[config.mk]
export PLATFORM = sky130hd
export DESIGN_NAME = pxconv_rd_arbiter
export DESIGN_NICKNAME = d
export VERILOG_FILES = /design/src/rtl/pxconv_arb_pkg.sv /design/src/rtl/pxconv_rd_arbiter_rr_arb2.sv /design/src/rtl/pxconv_rd_arbiter.sv
export SDC_FILE = /design/constraint.sdc
export NUM_CORES = 1
export LEC_CHECK = 0
export ABC_AREA = 1
export CAP_MARGIN = 20
export CORE_AREA = 3 3 83 85
export DETAILED_ROUTE_END_ITERATION = 6
export DIE_AREA = 0 0 86 88
export DONT_BUFFER_PORTS = 1
export GPL_ROUTABILITY_DRIVEN = 0
export PLACE_DENSITY = 0.54
export SLEW_MARGIN = 20
export SYNTH_ARGS = -nofsm -noshare
export SYNTH_HDL_FRONTEND = slang
export SYNTH_SLANG_ARGS = --single-unit
[constraint.sdc]
create_clock -name m_axi_aclk -period 2.59 [get_ports m_axi_aclk]
set_input_delay 0.1295 -clock m_axi_aclk [delete_from_list [all_inputs] [get_ports m_axi_aclk]]
set_output_delay 0.1295 -clock m_axi_aclk [all_outputs]
set_load 0.1 [all_outputs]
[src/rtl/pxconv_arb_pkg.sv]
// Shared types and AXI constants for the pixel-converter read arbiter.
package pxconv_arb_pkg;

  typedef enum logic [1:0] {
    ST_IDLE = 2'd0,
    ST_ADDR = 2'd1,
    ST_DATA = 2'd2
  } arb_state_t;

  localparam logic [2:0] ARSIZE_4B    = 3'b010;
  localparam logic [1:0] ARBURST_INCR = 2'b01;
  localparam logic [2:0] ARPROT_DEF   = 3'b000;
  localparam logic [3:0] ARCACHE_DEF  = 4'b0011;
  localparam logic [1:0] RESP_OKAY    = 2'b00;

  // One-hot select for a 2-requester index.
  function automatic logic [1:0] onehot2(input logic idx);
    return idx ? 2'b10 : 2'b01;
  endfunction

endpackage

[src/rtl/pxconv_rd_arbiter_rr_arb2.sv]
// Two-way round-robin arbiter: combinational winner, registered last-grant pointer.
module pxconv_rr_arb2
  import pxconv_arb_pkg::*;
(
  input  logic       clk,
  input  logic       srst,
  input  logic [1:0] req,
  input  logic       take,
  output logic       grant,
  output logic       any
);

  // Index of the requester granted most recently; reset to 1 so requester 0 wins first.
  logic last_reg;

  assign any = |req;

  // Winner selection: a lone requester wins, a tie goes to the one not granted last.
  always_comb begin
    grant = 1'b0;
    if (req == 2'b10) begin
      grant = 1'b1;
    end else if (req == 2'b11) begin
      grant = ~last_reg;
    end
  end

  // Remember who was granted whenever the parent commits to a grant.
  always_ff @(posedge clk) begin
    if (srst) begin
      last_reg <= 1'b1;
    end else if (take && any) begin
      last_reg <= grant;
    end
  end

endmodule

[src/rtl/pxconv_rd_arbiter.sv]
// Read arbiter: shares one AXI4 read master between the BRAM loader (0) and the
// pixel converter (1), one burst outstanding at a time.
// Optional burst-length checking is enabled by defining PXCONV_ARB_LEN_CHECK_EN.
module pxconv_rd_arbiter
  import pxconv_arb_pkg::*;
#(
  parameter int ADDR_W = 32,
  parameter int DATA_W = 32
) (
  input  logic              m_axi_aclk,
  input  logic              m_axi_areset,

  input  logic [1:0]        req_valid,
  output logic [1:0]        req_ready,
  input  logic [ADDR_W-1:0] req_addr0,
  input  logic [ADDR_W-1:0] req_addr1,
  input  logic [7:0]        req_len0,
  input  logic [7:0]        req_len1,

  output logic [1:0]        rd_valid,
  input  logic [1:0]        rd_ready,
  output logic [DATA_W-1:0] rd_data,
  output logic              rd_last,

  output logic              m_axi_arvalid,
  input  logic              m_axi_arready,
  output logic [ADDR_W-1:0] m_axi_araddr,
  output logic [7:0]        m_axi_arlen,
  output logic [2:0]        m_axi_arsize,
  output logic [1:0]        m_axi_arburst,
  output logic [2:0]        m_axi_arprot,
  output logic [3:0]        m_axi_arcache,

  input  logic              m_axi_rvalid,
  output logic              m_axi_rready,
  input  logic [DATA_W-1:0] m_axi_rdata,
  input  logic [1:0]        m_axi_rresp,
  input  logic              m_axi_rlast,

  output logic              md_error
);

  arb_state_t        state_reg;
  arb_state_t        state_next;
  logic              grant_reg;
  logic [ADDR_W-1:0] addr_reg;
  logic [7:0]        len_reg;
  logic              md_error_reg;

  logic              win;
  logic              any;
  logic              take;
  logic              beat_ok;
  logic              len_err;

  // A grant is committed only from IDLE, which guarantees one idle cycle between bursts.
  assign take    = (state_reg == ST_IDLE) && any;
  assign beat_ok = (state_reg == ST_DATA) && m_axi_rvalid && m_axi_rready;

  pxconv_rr_arb2 u_rr (
    .clk   (m_axi_aclk),
    .srst  (m_axi_areset),
    .req   (req_valid),
    .take  (take),
    .grant (win),
    .any   (any)
  );

`ifdef PXCONV_ARB_LEN_CHECK_EN
  logic [7:0] beat_cnt_reg;

  // Flag rlast arriving early, or the expected last beat arriving without rlast.
  assign len_err = beat_ok && (m_axi_rlast != (beat_cnt_reg == len_reg));

  // Count accepted beats of the current burst; cleared at every burst boundary.
  always_ff @(posedge m_axi_aclk) begin
    if (m_axi_areset || take || (beat_ok && m_axi_rlast)) begin
      beat_cnt_reg <= 8'd0;
    end else if (beat_ok) begin
      beat_cnt_reg <= beat_cnt_reg + 8'd1;
    end
  end
`else
  assign len_err = 1'b0;
`endif

  // State, latched request and sticky error register.
  always_ff @(posedge m_axi_aclk) begin
    if (m_axi_areset) begin
      state_reg    <= ST_IDLE;
      grant_reg    <= 1'b0;
      addr_reg     <= '0;
      len_reg      <= 8'd0;
      md_error_reg <= 1'b0;
    end else begin
      state_reg <= state_next;
      if (take) begin
        grant_reg <= win;
        addr_reg  <= win ? req_addr1 : req_addr0;
        len_reg   <= win ? req_len1 : req_len0;
      end
      if (beat_ok && ((m_axi_rresp != RESP_OKAY) || len_err)) begin
        md_error_reg <= 1'b1;
      end
    end
  end

  // Next-state and handshake/routing outputs; everything idle outside its phase.
  always_comb begin
    state_next    = state_reg;
    m_axi_arvalid = 1'b0;
    req_ready     = 2'b00;
    m_axi_rready  = 1'b0;
    rd_valid      = 2'b00;
    rd_last       = 1'b0;
    case (state_reg)
      ST_IDLE: begin
        if (any) begin
          state_next = ST_ADDR;
        end
      end
      ST_ADDR: begin
        m_axi_arvalid = 1'b1;
        if (m_axi_arready) begin
          req_ready  = onehot2(grant_reg);
          state_next = ST_DATA;
        end
      end
      ST_DATA: begin
        rd_valid     = m_axi_rvalid ? onehot2(grant_reg) : 2'b00;
        m_axi_rready = rd_ready[grant_reg];
        rd_last      = m_axi_rlast;
        if (m_axi_rvalid && rd_ready[grant_reg] && m_axi_rlast) begin
          state_next = ST_IDLE;
        end
      end
      default: begin
        state_next = ST_IDLE;
      end
    endcase
  end

  assign rd_data       = m_axi_rdata;
  assign m_axi_araddr  = addr_reg;
  assign m_axi_arlen   = len_reg;
  assign m_axi_arsize  = ARSIZE_4B;
  assign m_axi_arburst = ARBURST_INCR;
  assign m_axi_arprot  = ARPROT_DEF;
  assign m_axi_arcache = ARCACHE_DEF;
  assign md_error      = md_error_reg;

endmodule

# --- Word level (Yosys, flattened, before mapping) ---
# Index checks and enable logic that the tools add are counted.
op_classes:
  magnitude_cmp: 1
  n_eq_ne: 7
  n_mux: 18
  bitwise: 1
  reduce_logical: 11
ops:
  columns: ["operator", "n"]
  rows:
  - ["two-way mux 32 bit", 1]
  - ["two-way mux 2 bit", 8]
  - ["two-way mux 8 bit", 1]
  - ["logical AND 1 bit", 7]
  - ["two-way mux 1 bit", 7]
  - ["equality test 2 bit, second input constant", 3]
  - ["one-hot mux 2 bit (3 select lines)", 1]
  - ["!= test 2 bit, second input constant", 2]
  - ["AND reduction 3 bit", 1]
  - ["equality test 2 x 1 -> 1 bit, second input constant", 1]
  - ["zero test 2 bit", 1]
  - ["less-than comparator 1 x 2 -> 1 bit, second input constant", 1]
  - ["!= test 2 x 1 -> 1 bit, second input constant", 1]
  - ["nonzero test 2 bit", 1]
  - ["OR reduction 2 bit", 1]
  - ["NOT 1 bit", 1]
totals:
  ff_bits: 45
  input_bits: 123
  output_inout_bits: 92

# --- Longest topological paths before layout ---
depth:
  word_depth: 6
  mapped_depth: 7
  mapped_depth_nobuf: 6

# --- Modules after synthesis ---
# From an unflattened synthesis, not the netlist that was laid out.
unflattened:
  hier_cells: 398
  hier_area_um2: 2650.0
by_module_without_submodules:
  columns: ["module", "n_inst", "cells_each", "area_each_um2", "seq_area_each_um2"]
  rows:
  - ["pxconv_rd_arbiter", 1, 389, 2590.0, 880.8]
  - ["pxconv_rr_arb2", 1, 9, 60.1, 20.0]

# --- Least setup slack after synthesis ---
# OpenSTA, ideal clock, no wires.
synth_timing:
  path_kind: "register to output"
  startpoint: "reg state_reg[0]"
  endpoint: "out req_ready[0]"
  arrival_time_ns: 3.244
  setup_slack_ns: -0.783
  stages_incl_launch_ff: 5
  n_path_buf: 0
  cell_sequence: "dfxtp_1 -> inv_1 -> nor2_1 -> nand2_1 -> nor2_1"
synth_between:
  elab_chain_len: 2
synth_rtl:
  columns: ["element", "line_no", "text"]
  rows:
  - ["start, declared", "pxconv_rd_arbiter.sv:43", "arb_state_t state_reg;"]
  - ["start signal, assigned", "pxconv_rd_arbiter.sv:96", "state_reg <= state_next;"]
  - ["equality test 2 x 1 -> 1 bit", "pxconv_rd_arbiter.sv:116", "case (state_reg)"]
  - ["two-way mux 2 bit", "pxconv_rd_arbiter.sv:116", null]
  - ["end, declared", "pxconv_rd_arbiter.sv:14", "output logic [1:0] req_ready,"]
# No other way between the ends.

# --- Worst setup path in the final report ---
# Same ends and word-level chain as after synthesis.

==> impl_metrics.py <==
metrics = {
    "layout": {
        "fin_nets": 564,
        "antenna_cells": 0,
        "largest_register_ffs": 32,
        "fillerInstances": 693,
        "multi_input_area_sq_um": 1166,
        "utilization_pct": 45.45,
        "drive_gt1_share_pct": 14.93,
        "layout_commonest_cell": "nor2_1",
        "syn_to_final_growth_pct": 7.751,
        "regArea_sq_um": 900.9,
        "most-common-layout-cells": "nor2_1 (123), nand2_1 (93), inv_1 (51), buf_4 (49), dfxtp_1 (45)",
    },
    "global_route": {
        "use_met2_pct": 26.28,
        "grt_use_met3_pct": 5.644,
        "grt_pass1_wl_um": 9232,
        "grt_pass1_vias": 2113,
        "use_met1_pct": 17.05,
        "grt_max_degree": 61,
        "grtUsageTotal_pct": 15.16,
        "grt-busiest-layer": "met2",
        "antenna_found_initial": 0,
        "grt_remaining_overflow": 0,
    },
    "floorplanning": {
        "fp.coreArea_sq_um": 6277,
        "io-pin-count": 215,
        "dieArea_sq_um": 7568,
        "die_w_um": 86,
        "rows": 29,
        "initial_core_util_pct": 42.18,
        "die_h_um": 88,
    },
    "critical_path": {
        "arrival_ps": 1650,
        "rr_worst_depth": 7,
        "crit_path_end": "req_ready[0]",
        "crit_fanout": 3,
        "path_cells": "inv_1, nor2_2, buf_4, nand2_1, nor2_2, buf_4",
        "rr_endpoint": "m_axi_arlen[6]",
        "worst_path_largest_cell_delay_ps": 330,
        "crit_slowest_cell": "dfxtp_1",
        "path_class": "register to output pin",
        "rrSetupSlack_ps": 980,
        "cp-start-kind": "register",
        "crit_family": "buffers and inverters",
        "cp.required_ps": 2460,
        "path_depth": 6,
        "cp-end-kind": "output pin",
        "r2r-start": "state_reg[0]",
        "crit_path_start": "state_reg[0]",
        "cp_num_buf_inv": 3,
    },
    "cts": {
        "cts_sinks": 45,
        "clk_pin_slew_ps": 70,
        "numCtsBuffers": 5,
        "cts_buffer_depth": 2,
        "root_buffer": "clkbuf_8",
        "htreeDepth": 2,
        "cts_tree": "done",
        "cts_resized": 0,
        "clk_latency_ps": 290,
    },
    "placed_design": {
        "detailed_place_hpwl_um": 4465,
        "dpl_worst_slack_ps": 946.8,
        "port_buffers": 0,
    },
    "timing": {
        "drv_slew": 0,
        "timing.hold.ws_ps": 18.64,
        "finalSetupViolCount": 0,
        "setup_tns_ps": 0,
        "worst_pin_slew_ps": 600.4,
        "max_freq_mhz": 561.8,
        "rsz0062_at_grt": "false",
        "layout_min_cycle_time_ps": 1780,
        "slew_headroom_pct": 59.88,
        "finalClockSkew_ps": 4.491,
        "setup_slack_ps": 810.1,
        "hold_viol": 0,
        "timing.final.crit_share_pct": 68.72,
    },
    "logic_synthesis": {
        "synth_compound_area_share_pct": 8.696,
        "synth_top_family_by_area": "simple AND/OR/NAND/NOR gates",
        "yosysUniqueCellTypes": 15,
        "postSynthCellCount": 436,
        "yosysWarnings": 0,
        "muxShareOfSynthArea_pct": 0,
        "synthXorXnorAreaFrac_pct": 0,
        "synth_area_sq_um": 2648,
        "seq_area_frac_synth_pct": 34.03,
        "synth-simple-area-share_pct": 32.94,
        "yosys.area_share.adder_pct": 0,
        "ys_seq_elements": 45,
        "avgSynthCellArea_sq_um": 6.072,
    },
    "flow_run": {
        "cap_violations": 0,
    },
    "detailed_routing": {
        "antenna_left": 0,
        "routed_wl_um": 5993,
        "firstDrtPassIters": 4,
        "drtIter0Drc": 50,
        "via_per_inst": 4.532,
        "vias": 2352,
        "drc": 0,
        "wl_per_cell_um": 11.55,
    },
    "pwr": {
        "powerDensity_nw_per_um2": 836.3,
        "total_power_mw": 2.386,
        "leakage_nw": 1.612,
        "peakVddDrop_mv": 0.3545,
    },
    "status": {
        "status": "completed",
    },
    "worst_hold_path": {
        "hp-class": "primary input to register",
    },
}
==> cell families (layout without fill, tap and decap cells) <==
logic type | after synthesis | after routing
compound gates | 46 | 46
buf+inv | 115 | 111
flops | 45 | 45
other cells | 2 | 12
simple gates | 228 | 228
==> through the flow <==
stage	instance area, sq um	cells
after global placement	2763	510
after global routing	2853	519
after detailed placement	2763	510
final	2853	519
after floorplan	2693	446
after CTS	2853	519
==> Yosys cell counts, drive strengths merged <==
cell    instances  area, sq um
nand3           3        15.01
or2             1        6.260
nand2          94        355.3
clkbuf          4        15.01
buf            60        430.4
a21oi           5        25.02
o21ai          41        205.2
conb            2        7.510
inv            51        191.4
dfxtp          45        900.9
nor2          130        495.5
==> how the worst min path moves through the flow <==
| stage | from | to | depth (start not counted) |
|---|---|---|---|
| final | m_axi_arready | state_reg[0] | 3 |
| after global routing | m_axi_arready | state_reg[0] | 3 |
| after CTS | m_axi_arready | state_reg[0] | 3 |
| after global placement | m_axi_areset | md_error | 1 |
| after detailed placement | m_axi_areset | state_reg[0] | 1 |
| after floorplan | m_axi_areset | grant_reg | 1 |
==> routing by layer <==
layer | up-vias | share of wire [%]
met1 | 989 | 41
met2 | 104 | 47
met5 | - | 0
li1 | 1244 | -
met3 | 15 | 10
met4 | 0 | 1.8
==> final cells by class <==
class,count,share of cell area [%]
Inverter,51,6.711
Tap cell,77,3.377
Sequential cell,45,31.58
Multi-Input combinational cell,286,40.88
Clock buffer,8,2.807
Timing Repair Buffer,52,14.65
==> worst register-to-register path, stage by stage, from the launching register on <==
cell and delay, ps:
dfxtp_1 310, inv_1 90, nand2_1 90, nor2_4 480
buf_12 300, nand2_1 100, nor2_1 90, nor2_1 50
==> report_power, final <==
part	total, mW	internal, mW	leakage [nW]	switching (mW)
Sequential	0.810	0.778	0.374	0.0312
Combinational	1.16	0.216	1.20	0.947
Clock	0.413	0.192	0.0395	0.221
Total	2.39	1.19	1.61	1.20
==> what timing repair did <==
action	in CTS	in global routing
setup endpoints to repair	0	0
buffers inserted	0	0
hold endpoints to repair	4	0
hold buffers	1	0
No activity file was read; power rests on OpenSTA's default activity.
